**src/rtl/piso_reg.sv**
```systemverilog
// Parallel-in serial-out transmit register: accepts a word over valid/ready and
// shifts it out one bit per shift_en, with a per-bit valid strobe and a done pulse.
module piso_reg #(
    parameter int unsigned WIDTH     = 4,
    parameter bit          LSB_FIRST = 1'b1
) (
    input  logic             clk,
    input  logic             rst,
    input  logic [WIDTH-1:0] in,
    input  logic             in_valid,
    output logic             in_ready,
    input  logic             shift_en,
    output logic             sout,
    output logic             sout_valid,
    output logic             done
);

    localparam int unsigned CW = $clog2(WIDTH);

    typedef enum logic {
        IDLE  = 1'b0,
        SHIFT = 1'b1
    } state_t;

    state_t           state, state_nx;
    logic [WIDTH-1:0] sreg, sreg_nx, sreg_shifted;
    logic [CW-1:0]    cnt, cnt_nx;
    logic             done_nx;
    logic             last_bit;
    logic             accept;

    // Last bit of the word in flight is being consumed this cycle.
    assign last_bit = (state == SHIFT) && (cnt == '0) && shift_en;
    assign in_ready = rst && ((state == IDLE) || last_bit);
    assign accept   = in_valid && in_ready;

    assign sout_valid = (state == SHIFT);
    assign sout       = sout_valid && (LSB_FIRST ? sreg[0] : sreg[WIDTH-1]);

    // Move the next bit toward the output end, zero-filling behind it.
    always_comb begin
        if (LSB_FIRST) begin
            sreg_shifted = {1'b0, sreg[WIDTH-1:1]};
        end else begin
            sreg_shifted = {sreg[WIDTH-2:0], 1'b0};
        end
    end

    always_ff @(posedge clk or negedge rst) begin
        if (!rst) begin
            state <= IDLE;
            sreg  <= '0;
            cnt   <= '0;
            done  <= 1'b0;
        end else begin
            state <= state_nx;
            sreg  <= sreg_nx;
            cnt   <= cnt_nx;
            done  <= done_nx;
        end
    end

    always_comb begin
        state_nx = state;
        sreg_nx  = sreg;
        cnt_nx   = cnt;
        done_nx  = 1'b0;
        if (state == IDLE) begin
            if (accept) begin
                sreg_nx  = in;
                cnt_nx   = CW'(WIDTH - 1);
                state_nx = SHIFT;
            end
        end else if (shift_en) begin
            if (cnt != '0) begin
                sreg_nx = sreg_shifted;
                cnt_nx  = cnt - CW'(1);
            end else begin
                done_nx = 1'b1;
                // Back-to-back reload keeps the link busy without an idle cycle.
                if (accept) begin
                    sreg_nx = in;
                    cnt_nx  = CW'(WIDTH - 1);
                end else begin
                    sreg_nx  = '0;
                    state_nx = IDLE;
                end
            end
        end
    end

endmodule
```
**config.mk**
```make
export PLATFORM = sky130hd
export DESIGN_NAME = piso_reg
export DESIGN_NICKNAME = d
export VERILOG_FILES = /design/src/rtl/piso_reg.sv
export SDC_FILE = /design/constraint.sdc
export NUM_CORES = 1
export LEC_CHECK = 0
export CORE_UTILIZATION = 32
export DETAILED_ROUTE_END_ITERATION = 10
export PLACE_DENSITY = 0.6
export RECOVER_POWER = 100
export SYNTH_ARGS = -nofsm -noshare
export SYNTH_HDL_FRONTEND = slang
export SYNTH_SLANG_ARGS = --single-unit
```
**constraint.sdc**
```tcl
create_clock -name clk -period 2 [get_ports clk]
set_input_delay 0.2 -clock clk [delete_from_list [all_inputs] [get_ports clk]]
set_output_delay 0.2 -clock clk [all_outputs]
set_load 0.005 [all_outputs]
```
==> run_results.csv <==
group,metric,value,unit
clock_tree,cts_tree,"yes",
die,dieHeight,38.5,µm
synth,synth_top_family_by_area,"compound AO/OA/AOI/OAI gates",
synth,seq_area_frac_synth,47.1,%
synth,synth_top_area_share,47.1,%
setup_path,worst-setup-path-type,"in2out",
die,fp.dieArea,1480,µm²
setup_path,cp_cell_sequence,"dlygate4sd3_1, or3b_4, nand2_1, and2_1, clkdlybuf4s25_1",
clock_tree,cts_root_buf,"clkbuf_4",
synth,ys_ff_latch,8,
place,port_buffers,11,
synth,syn_nets,49,
synth,synth_xor_area_share,2.06,%
place,gp_congestion,0.722,
synth,synthAdderAreaFrac,0,%
timing,max_freq,546,MHz
detailed_routing,vias,385,
timing,skew,4.32,ps
timing,setup_slack,167,ps
setup_path,cp_top_family,"buffers and inverters",
clock_tree,cts.htree.levels,1,
timing,tightestPinTransition,380,ps
clock_tree,clockBufferDepth,2,
setup_path,critPathLaunchType,"primary input",
clock_tree,holdBufCountCts,0,
place,pre_cts_ws,17.7,ps
synth,synth_cells,41,
grt,grt_max_degree,16,
timing,hold_viol,0,
detailed_routing,drt-pass1-iter-count,2,
clock_tree,clk_transition_reported_paths,50,ps
setup_path,cp-end-kind,"output port",
synth,synth_cell_types,24,
finish,n_antenna_cell,0,
place,placedCellCount,70,
setup_path,cp.buffers_inverters,2,
timing,rsz0062_at_grt,"no",
detailed_routing,drt-wirelength-per-cell,13.0,µm
finish,layout-drive-gt1-share,13.6,%
setup_path,cp.arrival,1630,ps
pwr,p_leak,0.275,nW
die,core_area,1170,µm²
synth,ys_top_cells_by_area,"dfrtp_1 47%, o2111a_1 7.9%, a221o_1 4.7%, and2_1 4.4%, nand2_1 4.4%",
die,ioPinCount,12,
die,die-width,38.5,µm
place,hpwl,718,µm
timing,drv_slew,0,
die,start_util,36.3,%
clock_tree,cts_buffers,3,
setup_path,r2r_end,"sreg[2]",
setup_path,required,1800,ps
synth,synth_top_area_cell,"dfrtp_1",
die,rows,12,
pwr,ir_worst_vdd,0.487,mV
finish,syn2layout_area_growth,41.2,%
synth,synth_area,425,µm²
timing,finalSetupViolations,0,
run,maxCapViolCount,0,
synth,synthMuxAreaShare,0,%
setup_path,crit_cells,5,
grt,grt_usage,16.6,%
setup_path,cp_max_fo,2,
synth,yosys_warnings,0,
synth,post_synth_and_or_nand_nor_area_fraction,18.2,%
setup_path,max_stage_delay,560,ps
timing,max_slew_margin,74.7,%
setup_path,r2r_cells,4,
synth,syn_avg_cell_area,10.4,µm²
detailed_routing,routed_wl,951,µm
finish,final_nets,69,
timing,period_minus_slack,1830,ps
finish,fin_cells,73,
synth,synth_compound_area_share,29.7,%
pwr,cellPowerDensity,1220,nW/µm²
clock_tree,post-cts-setup-buffers,0,
grt,grt_pass1_vias,395,
hold_path,hold_class,"in2async",
detailed_routing,drt_iter0_drc,3,
setup_path,timing.rr.start,"cnt[0]",
grt,antenna_found_initial,0,
detailed_routing,postRouteAntennaNets,0,
outcome,status,"finished clean",
setup_path,critPathSlowestCell,"dlygate4sd3_1",
grt,overflow,0,
timing,min_period_over_period,91.7,%
detailed_routing,viasPerCell,5.27,
timing,fin_tns_setup,0,ps
grt,grt_pass1_wl,1610,µm
detailed_routing,drc,0,
clock_tree,cts.sinks,8,
clock_tree,insertion_delay,260,ps
clock_tree,cts_resized,0,
setup_path,regToRegSetupSlack,490,ps
-- routing by layer --
| layer | part of all wire [%] | vias up | track usage [%] |
|---|---|---|---|
| li1 | - | 191 | - |
| met1 | 41 | 177 | 18.7 |
| met2 | 50 | 12 | 28.4 |
| met3 | 5.2 | 5 | 1.74 |
| met4 | 3.5 | 0 | 12.9 |
| met5 | 0 | - | 0 |
-- flip-flops by register name, summed over array words and instances, names as in the netlist --
signal / count
sreg: 4
cnt: 2
done: 1
sout_valid: 1
-- cells in the mapped netlist (all sizes together) --
| library cell | n |
|---|---|
| and2 | 3 |
| a2bb2oi | 1 |
| buf | 1 |
| nand2 | 5 |
| o21a | 1 |
| nand3b | 1 |
| xnor2 | 1 |
| a22o | 1 |
| a21oi | 2 |
| a22oi | 1 |
| a21o | 1 |
| nor2b | 1 |
| and2b | 1 |
| dfrtp | 8 |
| or3b | 1 |
| o2111a | 3 |
| inv | 1 |
| a31oi | 1 |
| o21ai | 1 |
| a221o | 2 |
| clkbuf | 1 |
| o31ai | 1 |
| nor2 | 2 |
-- how the worst max path moves through the flow --
stage	start	endpoint	slack (ps)
finish	shift_en	in_ready	170
global route	shift_en	in_ready	140
CTS	shift_en	in_ready	9
detailed placement	shift_en	in_ready	20
global placement	shift_en	in_ready	50
floorplan	cnt[1]	sreg[1]	640
-- through the flow --
step / hold slack, ps / utilization (%) / area, µm² / power (W)
floorplan: -95.6 / - / 425 / 0.000476
global placement: 411 / 50.3 / 589 / 0.000616
detailed placement: 408 / 50.3 / 589 / 0.000624
CTS: 139 / 52.2 / 612 / 0.000754
global route: 208 / 51.3 / 601 / 0.000797
finish: 206 / 51.3 / 601 / 0.000733
-- layout by cell type (no fill, tap or decap), types with 2 or more instances in the layout --
cell type,synthesis,routed
clkbuf_4,0,3
clkdlybuf4s50_1,0,6
dfrtp_1,8,8
a221o_1,2,2
and2_1,3,2
dlygate4sd3_1,0,4
nand2_1,5,5
clkbuf_1,1,2
buf_4,0,4
o2111a_1,3,3
a21oi_1,1,2
nor2_1,2,2
-- power by group --
part | internal, W | total (W) | switching (W)
logic | 0.000187 | 0.000321 | 0.000133
clock network | 0.0000687 | 0.000125 | 0.0000561
registers | 0.000227 | 0.000288 | 0.0000607
total | 0.000483 | 0.000733 | 0.000250
-- cell families after synthesis --
| group | after synthesis |
|---|---|
| xor gates and xnor gates | 1 |
| AOI/OAI and AO/OA | 15 |
| DFF | 8 |
| buffers and inverters | 3 |
| and+or+nand+nor | 14 |
-- cell type report --
| class | instances | area, µm² |
|---|---|---|
| Clock buffer | 3 | 22.5 |
| Fill cell | 120 | 571 |
| Inverter | 1 | 3.75 |
| Multi-Input combinational cell | 30 | 209 |
| Sequential cell | 8 | 200 |
| Tap cell | 14 | 17.5 |
| Timing Repair Buffer | 17 | 148 |
Power figures use the tool's default switching activity.
